[config.mk]
export PLATFORM = sky130hd
export DESIGN_NAME = fpu_f2i_conv_flat
export DESIGN_NICKNAME = d
export VERILOG_FILES = /design/src/rtl/fpu_f2i_conv_if.sv /design/src/rtl/fpu_f2i_conv.sv /design/src/flat_wrapper.sv
export SDC_FILE = /design/constraint.sdc
export NUM_CORES = 1
export LEC_CHECK = 0
export BUFFER_PORTS_ARGS = -buffer_cell sky130_fd_sc_hd__buf_4
export CAP_MARGIN = 10
export CORE_UTILIZATION = 60
export CTS_BUF_LIST = sky130_fd_sc_hd__clkbuf_4 sky130_fd_sc_hd__clkbuf_8
export DETAILED_ROUTE_END_ITERATION = 6
export MAX_ROUTING_LAYER = met4
export PLACE_DENSITY = 0.89
export SLEW_MARGIN = 20
export SYNTH_ARGS = -nofsm -noshare
export SYNTH_HDL_FRONTEND = slang
export SYNTH_SLANG_ARGS = --single-unit
[constraint.sdc]
create_clock -name clk -period 9.55 [get_ports clk]
set_input_delay 0.4775 -clock clk [delete_from_list [all_inputs] [get_ports clk]]
set_output_delay 0.4775 -clock clk [all_outputs]
set_load 0.02 [all_outputs]
[src/rtl/fpu_f2i_conv_if.sv]
// Operand/result handshake bundle for the float-to-integer converter.
// The master side issues operands and consumes results; the slave side is the converter.
interface fpu_f2i_conv_if #(
  parameter int man   = 22,
  parameter int exp   = 7,
  parameter int int_w = 32
);
  logic                 in_valid;
  logic                 in_ready;
  logic [exp+man+2:0]   in_float;
  logic [2:0]           in_rm;
  logic                 in_unsigned;
  logic                 out_valid;
  logic                 out_ready;
  logic [int_w-1:0]     out_int;
  logic                 out_nv;
  logic                 out_nx;

  modport master (
    output in_valid, in_float, in_rm, in_unsigned, out_ready,
    input  in_ready, out_valid, out_int, out_nv, out_nx
  );

  modport slave (
    input  in_valid, in_float, in_rm, in_unsigned, out_ready,
    output in_ready, out_valid, out_int, out_nv, out_nx
  );
endinterface

[src/rtl/fpu_f2i_conv.sv]
// Two-stage float-to-integer converter: stage 1 unpacks and classifies the operand,
// stage 2 denormalises the significand, rounds per RISC-V frm and saturates with NV/NX.
module fpu_f2i_conv #(
  parameter int man   = 22,
  parameter int exp   = 7,
  parameter int int_w = 32
) (
  input  logic           clk,
  input  logic           rst,
  fpu_f2i_conv_if.slave  io
);

  localparam int FW = exp + man + 3;
  localparam int SW = man + 2;
  localparam int EW = exp + 2;
  localparam int MW = int_w + 1;
  localparam int XW = 2 * SW;

  localparam logic [EW-1:0]    BIAS   = EW'((1 << exp) - 1);
  localparam logic [int_w-1:0] SMAX   = {1'b0, {(int_w-1){1'b1}}};
  localparam logic [int_w-1:0] SMIN   = {1'b1, {(int_w-1){1'b0}}};
  localparam logic [MW-1:0]    SMAX_W = MW'(SMAX);
  localparam logic [MW-1:0]    SMIN_W = MW'(SMIN);

  typedef enum logic [2:0] {
    RM_RNE = 3'd0,
    RM_RTZ = 3'd1,
    RM_RDN = 3'd2,
    RM_RUP = 3'd3,
    RM_RMM = 3'd4
  } rm_e;

  typedef struct packed {
    logic                 sign;
    logic [2:0]           rm;
    logic                 uns;
    logic                 zero;
    logic                 nan;
    logic                 ovf;
    logic [SW-1:0]        sig;
    logic signed [EW-1:0] e;
  } s1_t;

  // ---------------- handshake ----------------
  logic s1_valid_q, s2_valid_q;
  logic s1_advance, in_ready, in_fire;

  assign s1_advance = !s2_valid_q | io.out_ready;
  assign in_ready   = !s1_valid_q | s1_advance;
  assign in_fire    = io.in_valid & in_ready;

  // ---------------- stage 1: unpack / classify ----------------
  logic                 in_sign;
  logic [exp:0]         in_bexp;
  logic [man:0]         in_frac;
  logic                 exp_max, exp_min;
  logic signed [EW-1:0] in_e;
  s1_t                  s1_d, s1_q;

  assign in_sign = io.in_float[FW-1];
  assign in_bexp = io.in_float[FW-2:man+1];
  assign in_frac = io.in_float[man:0];
  assign exp_max = &in_bexp;
  assign exp_min = ~|in_bexp;

  // Subnormals share the minimum normal exponent; only the hidden bit differs.
  assign in_e = exp_min ? $signed(EW'(1) - BIAS) : $signed({1'b0, in_bexp} - BIAS);

  always_comb begin
    s1_d.sign = in_sign;
    s1_d.rm   = io.in_float[0] ? io.in_rm : io.in_rm;
    s1_d.uns  = io.in_unsigned;
    s1_d.zero = exp_min & ~|in_frac;
    s1_d.nan  = exp_max & |in_frac;
    s1_d.ovf  = exp_max | (int'(in_e) >= int_w);
    s1_d.sig  = {~exp_min, in_frac};
    s1_d.e    = in_e;
  end

  // NOTE: payload registers carry no reset; they are only observed while their valid bit is set.
  always_ff @(posedge clk) begin
    if (in_fire) s1_q <= s1_d;
  end

  // ---------------- stage 2: shift / round / saturate ----------------
  int               e_i;
  logic [XW-1:0]    ext;
  logic [MW-1:0]    mag, mag_r;
  logic [int_w-1:0] mag_lo, res_d;
  logic             guard, sticky, nx_raw, inc, nv_d, nx_d;

  // NOTE: every always_comb output gets a default first so no path can infer a latch.
  always_comb begin
    e_i    = int'($signed(s1_q.e));
    ext    = '0;
    mag    = '0;
    guard  = 1'b0;
    sticky = 1'b0;
    if (e_i > man + 1) begin
      mag = MW'(s1_q.sig) << (e_i - (man + 1));
    end else if (e_i >= -1) begin
      ext    = {s1_q.sig, SW'(0)} >> ((man + 1) - e_i);
      mag    = MW'(ext[XW-1:SW]);
      guard  = ext[SW-1];
      sticky = |ext[SW-2:0];
    end else begin
      sticky = |s1_q.sig;
    end

    nx_raw = guard | sticky;
    case (rm_e'(s1_q.rm))
      RM_RTZ:  inc = 1'b0;
      RM_RDN:  inc = s1_q.sign & nx_raw;
      RM_RUP:  inc = !s1_q.sign & nx_raw;
      RM_RMM:  inc = guard;
      default: inc = guard & (sticky | mag[0]);
    endcase
    mag_r  = mag + MW'(inc);
    mag_lo = mag_r[int_w-1:0];

    res_d = '0;
    nv_d  = 1'b0;
    nx_d  = 1'b0;
    if (s1_q.nan) begin
      res_d = s1_q.uns ? '1 : SMAX;
      nv_d  = 1'b1;
    end else if (s1_q.ovf) begin
      if (s1_q.sign) res_d = s1_q.uns ? '0 : SMIN;
      else           res_d = s1_q.uns ? '1 : SMAX;
      nv_d = 1'b1;
    end else if (s1_q.zero) begin
      res_d = '0;
    end else if (s1_q.uns) begin
      // A negative value is only legal for unsigned if it rounds to zero.
      if (s1_q.sign) begin
        if (|mag_r) nv_d = 1'b1;
        else        nx_d = nx_raw;
      end else if (mag_r[int_w]) begin
        res_d = '1;
        nv_d  = 1'b1;
      end else begin
        res_d = mag_lo;
        nx_d  = nx_raw;
      end
    end else begin
      if (!s1_q.sign && (mag_r > SMAX_W)) begin
        res_d = SMAX;
        nv_d  = 1'b1;
      end else if (s1_q.sign && (mag_r > SMIN_W)) begin
        res_d = SMIN;
        nv_d  = 1'b1;
      end else begin
        res_d = s1_q.sign ? (~mag_lo + int_w'(1)) : mag_lo;
        nx_d  = nx_raw;
      end
    end
  end

  // ---------------- control and output registers ----------------
  logic [int_w-1:0] out_int_q;
  logic             out_nv_q, out_nx_q;

  always_ff @(posedge clk or posedge rst) begin
    if (rst) begin
      s1_valid_q <= 1'b0;
      s2_valid_q <= 1'b0;
      out_int_q  <= '0;
      out_nv_q   <= 1'b0;
      out_nx_q   <= 1'b0;
    end else begin
      if (in_ready) s1_valid_q <= io.in_valid;
      if (s1_advance) begin
        s2_valid_q <= s1_valid_q;
        if (s1_valid_q) begin
          out_int_q <= res_d;
          out_nv_q  <= nv_d;
          out_nx_q  <= nx_d;
        end
      end
    end
  end

  assign io.in_ready  = in_ready;
  assign io.out_valid = s2_valid_q;
  assign io.out_int   = out_int_q;
  assign io.out_nv    = out_nv_q;
  assign io.out_nx    = out_nx_q;

endmodule
[src/flat_wrapper.sv]
// flat-port wrapper written by rule: the top's interface ports become plain ports
module fpu_f2i_conv_flat 
#(
  parameter int man   = 22,
  parameter int exp   = 7,
  parameter int int_w = 32
)
  (clk, rst, io_in_valid, io_in_float, io_in_rm, io_in_unsigned, io_out_ready, io_in_ready, io_out_valid, io_out_int, io_out_nv, io_out_nx);
  fpu_f2i_conv_if #(.man(man), .exp(exp), .int_w(int_w)) io_i ();
  input  logic clk;
  input  logic rst;
  input wire logic [$bits(io_i.in_valid)-1:0] io_in_valid;
  input wire logic [$bits(io_i.in_float)-1:0] io_in_float;
  input wire logic [$bits(io_i.in_rm)-1:0] io_in_rm;
  input wire logic [$bits(io_i.in_unsigned)-1:0] io_in_unsigned;
  input wire logic [$bits(io_i.out_ready)-1:0] io_out_ready;
  output wire logic [$bits(io_i.in_ready)-1:0] io_in_ready;
  output wire logic [$bits(io_i.out_valid)-1:0] io_out_valid;
  output wire logic [$bits(io_i.out_int)-1:0] io_out_int;
  output wire logic [$bits(io_i.out_nv)-1:0] io_out_nv;
  output wire logic [$bits(io_i.out_nx)-1:0] io_out_nx;
  assign io_i.in_valid = io_in_valid;
  assign io_i.in_float = io_in_float;
  assign io_i.in_rm = io_in_rm;
  assign io_i.in_unsigned = io_in_unsigned;
  assign io_i.out_ready = io_out_ready;
  assign io_in_ready = io_i.in_ready;
  assign io_out_valid = io_i.out_valid;
  assign io_out_int = io_i.out_int;
  assign io_out_nv = io_i.out_nv;
  assign io_out_nx = io_i.out_nx;
  fpu_f2i_conv #(.man(man), .exp(exp), .int_w(int_w)) u_core (.clk(clk), .rst(rst), .io(io_i));
endmodule
; After elaboration in Yosys (flattened, before gate mapping)
; Cells that the tools add are included.
[totals]
reg_bits = 77
input_bits = 40
out_inout_bits = 36
elab_cells = 93
[op_classes]
n_addsub = 5
n_lt_le_gt_ge = 5
n_eq_ne = 4
shifts = 2
mux = 38
bitwise = 12
n_reduce_logical = 14
[ops]
columns = op, n
row1 = 2-to-1 mux 32 bit, 12
row2 = >> shifter 48 x 32 -> 48 bit, 1
row3 = OR reduction 23 bit, 2
row4 = adder 33 x 1 -> 33 bit, 1
row5 = "greater-than comparator 33 x 31 -> 1 bit, second input constant", 1
row6 = "greater-than comparator 33 x 32 -> 1 bit, second input constant", 1
row7 = 2-to-1 mux 33 bit, 1
row8 = OR reduction 33 bit, 1
row9 = << shifter 24 x 32 -> 33 bit, 1
row10 = "adder 32 x 1 -> 32 bit, second input constant", 1
row11 = NOT 32 bit, 1
row12 = 2-to-1 mux 24 bit, 1
row13 = OR reduction 24 bit, 1
row14 = 2-to-1 mux 1 bit, 22
row15 = "subtractor 6 x 9 -> 10 bit, first input constant", 1
row16 = "subtractor 9 x 6 -> 10 bit, second input constant", 1
row17 = "greater-or-equal comparator 9 x 1 -> 1 bit, second input constant", 1
row18 = "greater-or-equal comparator 9 x 7 -> 1 bit, second input constant", 1
row19 = "greater-than comparator 9 x 6 -> 1 bit, second input constant", 1
row20 = 2-to-1 mux 9 bit, 1
row21 = "subtractor 8 x 7 -> 9 bit, second input constant", 1
row22 = AND reduction 8 bit, 1
row23 = OR reduction 8 bit, 1
row24 = bitwise AND 1 bit, 6
row25 = 8 further kinds, 18

; Depth between registers and ports, before layout
; Gate-level depths: netlist of run 1.
[depth]
depth_word = 18
depth_mapped = 35
mapped_depth_nobuf = 26

; Worst setup path after synthesis of run 1
; Ideal clock, no wire load.
[synth_path]
path_kind = flip-flop to flip-flop
start = register u_core.s1_q (netlist bit u_core.e_i[0])
end = register u_core.out_int_q[25], in the netlist u_core.io.out_int[25]
setup_ns = 0.082
t_arrival_ns = 6.665
t_required_ns = 9.468
slack_ns = 2.803
stages_incl_launch_ff = 34
n_path_buf = 9
synth_period_minus_slack_ns = 6.747
cell_sequence = edfxtp_1 buf_6 buf_12 buf_8 buf_12 buf_2 buf_1 mux2i_1 mux2i_1 nand2_1 a311oi_1 nor4_1 o2111ai_1 nand2_1 a21oi_1 o21a_1 a211oi_1 o31a_1 o31a_1 a31oi_1 ha_1 ha_1 clkbuf_1 and4_1 buf_2 nand4_2 or3b_1 o2bb2ai_2 and4bb_1 buf_4 a41oi_4 or2_4 or4_1 a31oi_1
[synth_between]
elab_chain_cells = 18
[synth_rtl]
columns = element, line_no
row1 = start: declaration, fpu_f2i_conv.sv:58  ; s1_t s1_d, s1_q;
row2 = start signal: assignment, fpu_f2i_conv.sv:82  ; if (in_fire) s1_q <= s1_d;
row3 = subtractor 6 x 9 -> 10 bit, fpu_f2i_conv.sv:102  ; ext = {s1_q.sig, SW'(0)} >> ((man + 1) - e_i);
row4 = >> shifter 48 x 32 -> 48 bit, fpu_f2i_conv.sv:102
row5 = OR reduction 23 bit, fpu_f2i_conv.sv:105  ; sticky = |ext[SW-2:0];
row6 = 2-to-1 mux 1 bit, fpu_f2i_conv.sv:101  ; end else if (e_i >= -1) begin
row7 = 2-to-1 mux 1 bit, fpu_f2i_conv.sv:99  ; if (e_i > man + 1) begin
row8 = bitwise OR 1 bit (on tied branches), "fpu_f2i_conv.sv:116, fpu_f2i_conv.sv:110"
row9 = bitwise AND 1 bit (on tied branches), "fpu_f2i_conv.sv:116, fpu_f2i_conv.sv:113, fpu_f2i_conv.sv:114"
row10 = one-hot mux 1 bit (4 select lines), fpu_f2i_conv.sv:111  ; case (rm_e'(s1_q.rm))
row11 = [... 2 more ...], -
row12 = adder 32 x 1 -> 32 bit, fpu_f2i_conv.sv:153  ; res_d = s1_q.sign ? (~mag_lo + int_w'(1)) : mag_lo;
row13 = 2-to-1 mux 32 bit, fpu_f2i_conv.sv:153
row14 = 2-to-1 mux 32 bit, fpu_f2i_conv.sv:149  ; end else if (s1_q.sign && (mag_r > SMIN_W)) begin
row15 = 2-to-1 mux 32 bit, fpu_f2i_conv.sv:146  ; if (!s1_q.sign && (mag_r > SMAX_W)) begin
row16 = 2-to-1 mux 32 bit *, fpu_f2i_conv.sv:133  ; end else if (s1_q.uns) begin
row17 = 2-to-1 mux 32 bit *, fpu_f2i_conv.sv:131  ; end else if (s1_q.zero) begin
row18 = 2-to-1 mux 32 bit *, fpu_f2i_conv.sv:127  ; end else if (s1_q.ovf) begin
row19 = 2-to-1 mux 32 bit *, fpu_f2i_conv.sv:124  ; if (s1_q.nan) begin
row20 = end signal: assignment, fpu_f2i_conv.sv:175  ; out_int_q <= res_d;
row21 = end: declaration, fpu_f2i_conv.sv:160  ; logic [int_w-1:0] out_int_q;
; Every way passes the cells marked *; elsewhere a longest branch is shown, timed or not.
; A chain may end at the register's enable or synchronous reset.

; Final worst setup path of run 1
[layout_path]
start = register u_core.s1_q (netlist bit u_core.e_i[4])
end = register u_core.out_int_q[20], in the netlist u_core.io.out_int[20]
; The elaborated chain is that of the path after synthesis.

==> results of run 1 <==
[worst max-delay path, stage by stage (launching register included)]
cell,delay [ns]
sky130_fd_sc_hd__edfxtp_1,0.71
sky130_fd_sc_hd__ha_1,0.45
sky130_fd_sc_hd__or4_1,0.49
sky130_fd_sc_hd__a21oi_2,0.26
sky130_fd_sc_hd__nor2_1,0.21
sky130_fd_sc_hd__a311oi_1,0.38
sky130_fd_sc_hd__nor4_1,0.13
sky130_fd_sc_hd__o2111ai_1,0.21
sky130_fd_sc_hd__nand2_1,0.07
sky130_fd_sc_hd__a21oi_1,0.15
sky130_fd_sc_hd__o21a_1,0.15
sky130_fd_sc_hd__a211oi_1,0.05
sky130_fd_sc_hd__o31a_1,0.33
sky130_fd_sc_hd__o31a_1,0.30
sky130_fd_sc_hd__a31oi_1,0.15
sky130_fd_sc_hd__ha_1,0.26
sky130_fd_sc_hd__ha_1,0.37
sky130_fd_sc_hd__and4_1,0.40
sky130_fd_sc_hd__nand3_1,0.25
sky130_fd_sc_hd__or2_1,0.32
sky130_fd_sc_hd__o31a_1,0.32
sky130_fd_sc_hd__and4bb_1,0.48
sky130_fd_sc_hd__a41oi_4,0.37
sky130_fd_sc_hd__nor3_2,0.63
sky130_fd_sc_hd__buf_4,0.28
sky130_fd_sc_hd__nand2b_1,0.07
sky130_fd_sc_hd__a211oi_1,0.22
[cell type report]
| class | count | area (um^2) |
|---|---|---|
| inverter | 26 | 100.1 |
| clock inverter | 6 | 118.9 |
| multi-input combinational | 981 | 6980 |
| fill | 1366 | 5344 |
| clock buffer | 10 | 131.4 |
| sequential | 77 | 2132 |
| tap | 216 | 270.3 |
| timing repair buffer | 100 | 750.7 |
[power groups by stage]
stage	Clock [mW]	Combinational, mW	Sequential, mW
5_1_grt	0.348	0.716	0.450
3_5_place_dp	0	0.651	0.449
4_1_cts	0.336	0.654	0.442
3_3_place_gp	0	0.651	0.446
6_report	0.337	0.671	0.445
2_1_floorplan	0	0.425	0.468
[flip-flops by register name, summed over array words and instances, names as in the netlist]
name / cells
u_core.io.out_nx: 1
u_core.io.out_valid: 1
u_core.s1_valid_q: 1
u_core.s1_q: 32
u_core.io.out_nv: 1
u_core.io.out_int: 32
u_core.e_i: 9
[through the flow]
| stage | cells | instance area (um^2) | setup WS [ns] | total power [mW] | util, % |
|---|---|---|---|---|---|
| after floorplan | 1174 | 9677 | 2.803 | 0.8932 | - |
| after detailed placement | 1400 | 10230 | 1.554 | 1.100 | 64.66 |
| after CTS | 1416 | 10480 | 1.500 | 1.432 | 66.24 |
| after global routing | 1416 | 10480 | 0.8123 | 1.513 | 66.24 |
| final | 1416 | 10480 | 1.451 | 1.453 | 66.24 |
| after global placement | 1400 | 10230 | 1.783 | 1.098 | 64.66 |
[Yosys cell counts (5+ instances only)]
master                       n  area, um^2
sky130_fd_sc_hd__nand4b_1    7       61.31
sky130_fd_sc_hd__o2111ai_1   7       61.31
sky130_fd_sc_hd__a21o_1      8       60.06
sky130_fd_sc_hd__mux2_2     43       484.2
sky130_fd_sc_hd__a211oi_1   15       112.6
sky130_fd_sc_hd__and4_1      5       43.79
sky130_fd_sc_hd__buf_2      27       135.1
sky130_fd_sc_hd__a31oi_1    28       175.2
sky130_fd_sc_hd__or3_1       9       56.30
sky130_fd_sc_hd__nor2b_1     8       50.05
sky130_fd_sc_hd__and3_1     17       106.4
sky130_fd_sc_hd__nand2b_1   16       100.1
sky130_fd_sc_hd__o21ai_0    87       435.4
sky130_fd_sc_hd__o21a_1      6       45.04
sky130_fd_sc_hd__o22ai_1    13       81.33
sky130_fd_sc_hd__nand3b_1   11       82.58
sky130_fd_sc_hd__nor2_1     96       360.4
sky130_fd_sc_hd__nand3_1    54       270.3
sky130_fd_sc_hd__ha_1       10       125.1
sky130_fd_sc_hd__mux4_2     22       495.5
sky130_fd_sc_hd__a221oi_1    6       52.55
sky130_fd_sc_hd__buf_4       7       52.55
sky130_fd_sc_hd__nand2_1    94       352.8
sky130_fd_sc_hd__and2_1     15       93.84
sky130_fd_sc_hd__a22oi_1    15       112.6
sky130_fd_sc_hd__a22o_1     10       87.58
sky130_fd_sc_hd__mux2i_1    61       610.6
sky130_fd_sc_hd__or2_2       8       50.05
sky130_fd_sc_hd__nor4_1     18       112.6
sky130_fd_sc_hd__dfrtp_1    36       900.9
sky130_fd_sc_hd__nand4_1    13       81.33
sky130_fd_sc_hd__inv_1      24       90.09
sky130_fd_sc_hd__o31ai_1    10       75.07
sky130_fd_sc_hd__xor2_1     18       157.7
sky130_fd_sc_hd__buf_1       5       18.77
sky130_fd_sc_hd__o211ai_1   10       75.07
sky130_fd_sc_hd__buf_6       5       56.30
sky130_fd_sc_hd__xnor2_1    33       289.0
sky130_fd_sc_hd__a21oi_1    66       330.3
sky130_fd_sc_hd__o21bai_1    6       45.04
sky130_fd_sc_hd__edfxtp_1   41        1231
sky130_fd_sc_hd__clkbuf_1   42       157.7
sky130_fd_sc_hd__nor3_1     39       195.2
[routing by layer]
metal,GRT usage [%],vias to the layer above,share of wire [%]
li1,-,4532,-
met1,50.56,4745,38
met2,67.41,667,46
met3,8.233,164,9.0
met4,27.82,0,6.9
met5,-,-,0
[worst paths after layout]
| check | end | slack [ns] | cells after the start |
|---|---|---|---|
| worst min register to register | u_core.io.out_nx | 0.51 | 1 |
| min in group clk | u_core.s1_q[11] | 0.25 | 1 |
| max in group asynchronous | u_core.io.out_int[20] | 9.05 | 3 |
| worst max register to register | u_core.io.out_int[20] | 1.45 | 26 |
| worst max-delay path | u_core.io.out_int[20] | 1.45 | 26 |
| worst min-delay path | u_core.io.out_int[27] | 0.18 | 3 |
[kinds of logic after synthesis]
kind of cell    after synthesis  synth area share, %
compound gates              348                24.95
xor+xnor                     52                4.784
fa+ha+maj                    10                1.293
buf+inv                     116                5.999
flops                        77                22.03
mux                         126                16.43
simple gates                445                24.50
==> Implementation_results.wiki, run 1 <==
{| class="wikitable"
! Metric !! Value
|-
| Netlist area before placement || 9677 um^2
|-
| Endpoint required time on the critical path || 9.85 ns
|-
| Pin count of the biggest net entering global routing || 42
|-
| Min cycle time layout || ~8.1 ns
|-
| Chip Height || 129.0 um
|-
| Fin crit share || 84.80%
|-
| Cell area power density || between 100 and 150 nW/um^2
|-
| Power dissipated by switching net loads || 617.6 uW
|-
| Library cells used by synthesis || 104
|-
| Grt ovf || 0
|-
| Max-capacitance violation count || 0
|-
| Critical Path Start Type || flop
|-
| Synthesized netlist net count || roughly 1.2k
|-
| Post-detailed-route count of antenna-violating nets || 0
|-
| Worst hold path class || in -> async
|-
| Critical path startpoint || u_core.e_i[4]
|-
| Power share of the clock group || 23.2%
|-
| Most common library cell in the layout ignoring fill and taps || sky130_fd_sc_hd__buf_4
|-
| Clock tree root buffer cell || sky130_fd_sc_hd__clkbuf_8
|-
| Highest-count cells in the layout ignoring fill and taps || 100 x sky130_fd_sc_hd__buf_4, 96 x sky130_fd_sc_hd__nor2_1, 94 x sky130_fd_sc_hd__nand2_1
|-
| Ratio of cells with drive above 1 in the final layout || 18.83%
|-
| Cells resized by post-CTS repair || 0
|-
| Final estimated routing congestion in global placement || 1.031
|-
| CP Class || reg -> reg
|-
| Standard-cell row count || 46
|-
| Number of primary I/O pins || 76
|-
| Floorplan die area || 16640 um^2
|-
| Detailed placement HPWL || 26.05 mm
|-
| Area of the core || 15830 um^2
|-
| FF+latch count, synth || 77
|-
| DRC errors left || 0
|-
| Antenna violations before repair || 0
|-
| Number of H-tree branching levels || 3
|-
| Clock-pin slew of the registers on the worst-case setup and hold paths || 0.11 ns
|-
| TritonCTS sink count || 77
|-
| Count of port buffers added during placement || 75
|-
| Total inserted antenna cells || 0
|-
| Layout Nets || approximately 1.2k
|-
| Data arrival, critical path || 8.40 ns
|-
| Design internal power || 835.8 uW
|-
| Clock buffer count from CTS || 9
|-
| Global Route Usage Sum || 43.02%
|-
| Starting density of the core || 61.14%
|-
| Critical path endpoint category || flop
|-
| Maximum clock path buffer count || 2
|-
| Post-detailed-routing wire length || roughly 34 mm
|-
| Post-Route Setup TNS || 0 ns
|-
| RSZ-0062 raised after global routing || false
|-
| Clk Latency, worst-skew pair || roughly 0.41 ns
|-
| Hold Violations, Final || 0
|-
| Cells after synthesis || 1174
|-
| Maximum frequency from static timing analysis || approximately 120 MHz
|-
| Mean area per synthesized cell || 8.243 um^2
|-
| Wirelength per Cell || 24.20 um
|-
| Via-to-Cell Ratio || ~7.1
|-
| Max FO, Critical Path || 18
|-
| Hold slack final || 0.1753 ns
|-
| Max-slew violation count || 0
|-
| Logic gate share of total power || 46.2%
|-
| Final setup violation count || 0
|-
| Post-CTS Repair Setup Buffers || 0
|-
| Number of detailed-routing iterations run before antenna repair || 6
|-
| Wire length of the first global-routing pass || 52.65 mm
|-
| Max Clock Skew || 0.02583 ns
|-
| Total via count in the routed design || ~10k
|-
| Async set-reset flop share out of synthesis || 46.75%
|-
| Synthesis warning total || 0
|-
| Hold buffers post-CTS || 0
|-
| Drt initial violations || 1189
|-
| VDD IR-drop max || 106.0 uV
|-
| Most common flop cell mapped by yosys || sky130_fd_sc_hd__edfxtp_1
|-
| Area overhead of the layout relative to synthesis || 8.340%
|-
| Transition at the pin with the smallest max-transition slack || 0.9921 ns
|-
| Lkg Pwr || 4.014 nW
|-
| Worst slew margin relative to its limit || 33.86%
|-
| Status || finished clean
|-
| Number of synthesized flops with an enable pin || between 40 and 50
|-
| Fraction of power spent switching nets || 42.49%
|-
| Seq pwr share || 30.6%
|-
| Proportion of synthesized chip area in sequential cells || 22.03%
|-
| Vias in the first global route || 9271
|-
| Critical register-to-register path startpoint || u_core.e_i[4]
|-
| Die width || 129.0 um
|-
| CTS tree || done
|}
Note: power is estimated with default switching activity, not from simulation.
==> run 2: changes to the inputs <==
Settings changed: CORE_UTILIZATION 60 to 58, PLACE_DENSITY 0.89 to 0.9.
Clock period 9.55 ns to 6.65 ns, I/O delays scaled along.
==> run 2 against run 1 <==
Critical path depth grew 1. Clock skew increased by 0.0027 ns. Sequential share of layout area is 1.1 points lower. Highest routed layer unchanged.
==> Implementation_results.wiki, run 2 (synthesis results as in run 1) <==
{| class="wikitable"
! Metric !! Value
|-
| Clk Latency, worst-skew pair || approximately 0.41 ns
|-
| Endpoint required time on the critical path || between 6 and 7 ns
|-
| Highest-count cells in the layout ignoring fill and taps || 158 x sky130_fd_sc_hd__buf_4, 95 x sky130_fd_sc_hd__nor2_1, 93 x sky130_fd_sc_hd__nand2_1
|-
| Number of primary I/O pins || 76
|-
| Count of port buffers added during placement || between 70 and 80
|-
| Grt ovf || 0
|-
| Total inserted antenna cells || 0
|-
| Fin util || between 60 and 70%
|-
| Wire length of the first global-routing pass || 53.11 mm
|-
| Wirelength per Cell || 23.38 um
|-
| Fin crit share || about 97%
|-
| Vias in the first global route || 9480
|-
| Clock tree root buffer cell || sky130_fd_sc_hd__clkbuf_8
|-
| Ratio of cells with drive above 1 in the final layout || 24.86%
|-
| Maximum frequency from static timing analysis || 155.5 MHz
|-
| Area of the core || ~16000 um^2
|-
| DRC errors left || 0
|-
| Sequential cell area in the final layout || 2132 um^2
|-
| Detailed placement HPWL || 26.58 mm
|-
| Status || finished clean
|-
| Max-slew violation count || 0
|-
| Highest signal layer in the routed design || met4
|-
| Worst slew margin relative to its limit || 31.81%
|-
| Fill cells || 1325
|-
| Data arrival, critical path || between 6 and 7 ns
|-
| Lkg Pwr || 4.356 nW
|-
| Floorplan die area || 17200 um^2
|-
| CTS tree || done
|-
| Standard-cell row count || 46
|-
| Maximum clock path buffer count || 2
|-
| Antenna violations before repair || 0
|-
| Total via count in the routed design || 10.34k
|-
| Starting density of the core || 60.26%
|-
| Drt initial violations || 1180
|-
| Via-to-Cell Ratio || 6.993
|-
| Met1 wire length || 13.54 mm
|-
| Hold buffers post-CTS || 0
|-
| Max FO, Critical Path || 13
|-
| Clock-pin slew of the registers on the worst-case setup and hold paths || 0.12 ns
|-
| Worst hold path class || in -> async
|-
| Final setup violation count || 0
|-
| VDD IR-drop max || 115.3 uV
|-
| Slowest stage cell on the critical path || sky130_fd_sc_hd__mux4_2
|-
| Cell area power density || 182.8 nW/um^2
|-
| Clock buffer count from CTS || 9
|-
| Number of detailed-routing iterations run before antenna repair || 6
|-
| Hold slack final || 0.02185 ns
|-
| Max-capacitance violation count || 0
|-
| Area overhead of the layout relative to synthesis || 14.79%
|-
| Pin count of the biggest net entering global routing || 42
|-
| Chip Height || between 100 and 150 um
|-
| CP Class || reg -> reg
|-
| Most common library cell in the layout ignoring fill and taps || sky130_fd_sc_hd__buf_4
|-
| Area taken by multi-input logic gates || 7152 um^2
|-
| Critical path endpoint category || flop
|-
| Final Total Pwr || about 2.0 mW
|-
| Number of H-tree branching levels || 3
|-
| Post-detailed-routing wire length || 34.58 mm
|-
| Global Route Usage Sum || 40.50%
|-
| Largest stage delay on the critical path || approximately 0.56 ns
|-
| Hold Violations, Final || 0
|-
| Critical Path Start Type || flop
|-
| Max Clock Skew || roughly 0.029 ns
|-
| Transition at the pin with the smallest max-transition slack || 1.012 ns
|-
| Die width || 131.2 um
|-
| Layout Nets || 1308
|-
| Metal3 WL || ~2.7 mm
|-
| TritonCTS sink count || 77
|-
| Wire length on met2 || 16.05 mm
|-
| Final estimated routing congestion in global placement || 1.091
|-
| Min cycle time layout || 6.433 ns
|-
| Post-detailed-route count of antenna-violating nets || 0
|}
## run 2: per-layer routing
| layer | vias to the layer above | track usage [%] |
|---|---|---|
| li1 | 4666 | - |
| met1 | 4860 | 49.95 |
| met2 | 654 | 63.83 |
| met3 | 163 | 4.437 |
| met4 | 0 | 24.84 |
| met5 | - | - |
## run 2: path summary, 6_finish.rpt
kind	startpoint	end	slack (ns)	depth (start not counted)
worst max-delay path	u_core.e_i[0]	u_core.io.out_int[29]	0.22	27
worst min-delay path	rst	u_core.io.out_int[20]	0.02	3
worst max register to register	u_core.e_i[0]	u_core.io.out_int[29]	0.22	27
worst min register to register	u_core.s1_valid_q	u_core.io.out_valid	0.51	1
max in group asynchronous	rst	u_core.io.out_int[28]	6.29	3
min in group clk	io_in_float[20]	u_core.s1_q[29]	0.10	1
## run 2: cell type report
class / instances / share of cell area (%)
clock inverter: 7 / 0.5069
sequential: 77 / 19.19
timing repair buffer: 163 / 11.47
inverter: 26 / 0.9011
clock buffer: 9 / 1.115
tap: 216 / 2.433
multi-input combinational: 981 / 64.38
## run 2: where the power goes
| part | switching [mW] | internal [mW] |
|---|---|---|
| clock network | 0.223 | 0.142 |
| logic | 0.624 | 0.418 |
| registers | 0.0535 | 0.570 |
| total | 0.901 | 1.13 |
## run 2: repair_timing
item,CTS,global route
resized for setup,9,30
endpoints found under the setup margin,28,34
buffers inserted,0,15
pin swaps,0,10
cloned,0,1
## run 2: critical path, delay by kind of cell (launching register included)
family / cells / cell delay [ns]
AO/OA/AOI/OAI: 13 / 2.24
AND/OR/NAND/NOR: 7 / 1.80
XOR/XNOR: 1 / 0.23
flip-flops: 1 / 0.40
buffers and inverters: 2 / 0.33
adder cells (fa/ha/maj): 2 / 0.38
multiplexers: 2 / 0.98
## run 2: stage by stage
| stage | instance area (um^2) | cells | setup TNS (ns) | setup slack, ns |
|---|---|---|---|---|
| after floorplan | 9678 | 1174 | 0 | 0.009120 |
| after global placement | 10610 | 1447 | 0 | 0.08986 |
| after detailed placement | 10610 | 1447 | -1.475 | -0.1264 |
| after CTS | 10830 | 1463 | 0 | 0.01667 |
| after global routing | 11110 | 1479 | -0.4602 | -0.07262 |
| final | 11110 | 1479 | 0 | 0.2171 |
==> run 3: changes to the inputs <==
Settings changed: BUFFER_PORTS_ARGS -buffer_cell sky130_fd_sc_hd__buf_4 to not set, CORE_UTILIZATION 58 to 60, DONT_BUFFER_PORTS set to 1, PLACE_DENSITY 0.9 to 0.88.
==> run 3 against run 2 <==
The flow now finishes with violations (design-rule violations). Clock skew shrank 0.0079 ns. Combinational power down 15%. Fmax shrank 1.3%. Total power decreased by 0.77%. Largest cell class unchanged.
==> Implementation_results.wiki, run 3 (synthesis results as in run 1) <==
{| class="wikitable"
! Metric !! Value
|-
| R2R depth || 25
|-
| Final WS setup || 0.1320 ns
|-
| Number of detailed-routing iterations run before antenna repair || 7
|-
| Number of primary I/O pins || 76
|-
| Logic gate share of total power || 44.0%
|-
| DRC errors left || 8
|-
| Seq pwr share || 34.3%
|-
| Chip Height || 129.0 um
|-
| Fraction of power spent switching nets || between 40% and 50%
|-
| Worst flop-to-flop path endpoint || u_core.io.out_int[30]
|-
| Cell area power density || 191.2 nW/um^2
|-
| Slowest stage cell on the critical path || sky130_fd_sc_hd__edfxtp_1
|-
| Total buffers and inverters traversed by the critical path || 3
|-
| Startpoint of the lowest-slack hold path || io_in_float[18]
|-
| Critical Path Start Type || flop
|-
| Min cycle time layout || approximately 6.5 ns
|-
| Post-detailed-route count of antenna-violating nets || 0
|-
| Pin count of the biggest net entering global routing || 42
|-
| Layout Nets || 1231
|-
| Max FO, Critical Path || 14
|-
| Worst slew margin relative to its limit || 35.68%
|-
| Endpoint required time on the critical path || 6.95 ns
|-
| Area of the core || 15830 um^2
|-
| Antenna violations before repair || 0
|-
| VDD IR-drop max || 146.9 uV
|-
| Floorplan die area || 16640 um^2
|-
| Drt initial violations || 1140
|-
| Power dissipated by switching net loads || 878.2 uW
|-
| Post-detailed-routing wire length || about 35 mm
|-
| Clock buffer count from CTS || 9
|-
| Total inserted antenna cells || 0
|-
| Grt ovf || 0
|-
| Total via count in the routed design || approximately 10k
|-
| Die width || about 130 um
|-
| Fin crit share || a little over nine tenths
|-
| CTS tree || done
|-
| Status || finished, violations left
|-
| Finished Layout Cells || 1402
|-
| Max Clock Skew || 0.02063 ns
|-
| Data arrival, critical path || between 6 and 7 ns
|-
| Fill cells || 1388
|-
| Cell type group with the largest total delay on the critical path || compound AO/OA/AOI/OAI gates
|-
| Hold slack final || 0.01878 ns
|-
| Worst-case register-to-register setup slack || 0.13 ns
|-
| Largest stage delay on the critical path || 0.63 ns
|-
| Max-slew violation count || 0
|-
| Hold Violations, Final || 0
|-
| Max-capacitance violation count || 0
|-
| Maximum frequency from static timing analysis || 153.4 MHz
|-
| Count of port buffers added during placement || 0
|-
| Min-Delay Path Depth || 0
|-
| Maximum clock path buffer count || 2
|-
| Critical register-to-register path startpoint || u_core.e_i[8]
|-
| Wire length of the first global-routing pass || ~52 mm
|-
| Minimum setup slack after placement || -0.2500 ns
|-
| TritonCTS sink count || 77
|-
| Wirelength per Cell || 24.73 um
|-
| Highest-count cells in the layout ignoring fill and taps || 94 x sky130_fd_sc_hd__nor2_1, 93 x sky130_fd_sc_hd__nand2_1, 87 x sky130_fd_sc_hd__o21ai_0
|-
| Detailed placement HPWL || 26.64 mm
|-
| Most common library cell in the layout ignoring fill and taps || sky130_fd_sc_hd__nor2_1
|-
| Starting density of the core || 61.14%
|-
| Critical path endpoint category || flop
|-
| Final setup violation count || 0
|-
| CP Class || reg -> reg
|-
| Worst hold path class || in -> reg
|-
| Area overhead of the layout relative to synthesis || 8.947%
|-
| Vias in the first global route || between 9k and 10k
|-
| Instance count after placement with tap cells included || 1374
|-
| Violated checks || design-rule violations
|-
| Clock tree root buffer cell || sky130_fd_sc_hd__clkbuf_8
|-
| Clk Latency, worst-skew pair || 0.40 ns
|-
| End point of the most critical hold path || u_core.s1_q[27]
|-
| Power share of the clock group || 21.7%
|-
| Lkg Pwr || 3.985 nW
|-
| Number of H-tree branching levels || 3
|-
| Transition at the pin with the smallest max-transition slack || 0.9649 ns
|-
| Final estimated routing congestion in global placement || 1.046
|-
| Ratio of cells with drive above 1 in the final layout || between 15 and 20%
|-
| Post-Route Setup TNS || 0 ns
|-
| Standard-cell row count || 46
|-
| Clock-pin slew of the registers on the worst-case setup and hold paths || 0.11 ns
|-
| Via-to-Cell Ratio || approximately 7.2
|-
| Design internal power || 1.137 mW
|-
| Global Route Usage Sum || 42.78%
|}
## run 3: area by class of cell
| type | count | area, um^2 | share of cell area [%] |
|---|---|---|---|
| Clock buffer | 10 | 131.4 | 1.246 |
| Sequential cell | 77 | 2132 | 20.22 |
| Timing Repair Buffer | 86 | 685.7 | 6.504 |
| Tap cell | 216 | 270.3 | 2.563 |
| Clock inverter | 6 | 95.09 | 0.9020 |
| Inverter | 26 | 100.1 | 0.9494 |
| Multi-Input combinational cell | 981 | 7128 | 67.61 |
## run 3: power groups by stage
| stage | registers [mW] | logic [mW] | clock network, mW |
|---|---|---|---|
| after floorplan | 0.672 | 0.611 | 0 |
| after global placement | 0.696 | 0.823 | 0 |
| after detailed placement | 0.698 | 0.826 | 0 |
| after CTS | 0.688 | 0.835 | 0.434 |
| after global routing | 0.700 | 0.945 | 0.450 |
| final | 0.691 | 0.888 | 0.437 |
## run 3: through the flow
step                      utilization, %  total power [mW]  instance area [um^2]
after global routing               66.61             2.094                 10540
after detailed placement           63.50             1.524                 10050
final                              66.61             2.015                 10540
after CTS                          65.27             1.957                 10330
after floorplan                        -             1.283                  9678
after global placement             63.50             1.519                 10050
## run 3: how the worst max path moves through the flow
stage	from	to	slack, ns	cells past startpoint
after floorplan	u_core.e_i[0]	u_core.io.out_int[25]	0.009	33
after global placement	u_core.e_i[3]	u_core.io.out_int[30]	0.01	25
after detailed placement	u_core.e_i[3]	u_core.io.out_int[1]	-0.25	25
after CTS	u_core.e_i[3]	u_core.io.out_int[30]	0.02	25
final	u_core.e_i[8]	u_core.io.out_int[30]	0.13	25
after global routing	u_core.e_i[0]	u_core.io.out_int[30]	-0.14	26
## run 3: worst reg2reg max path: cells and delay by family, from the launching register on
family,cells,cell delay (ns)
flops,1,0.63
compound gates,12,2.49
xor+xnor,1,0.22
buf+inv,3,0.62
simple gates,8,2.27
fa+ha+maj,1,0.24
## run 3: what timing repair did
item	in CTS	in global routing
hold endpoints to repair	36	0
buffers inserted	2	8
setup endpoints to repair	17	34
resized for setup	7	26
hold buffers	1	0
pin swaps	1	7
gates cloned	0	1
## run 3: routing by layer
| layer | up-vias | global-route usage [%] | part of all wire [%] |
|---|---|---|---|
| li1 | 4508 | - | - |
| met1 | 4762 | 51.49 | 39 |
| met2 | 659 | 68.43 | 46 |
| met3 | 151 | 5.655 | 8.6 |
| met4 | 0 | 25.47 | 6.2 |
| met5 | - | - | 0 |
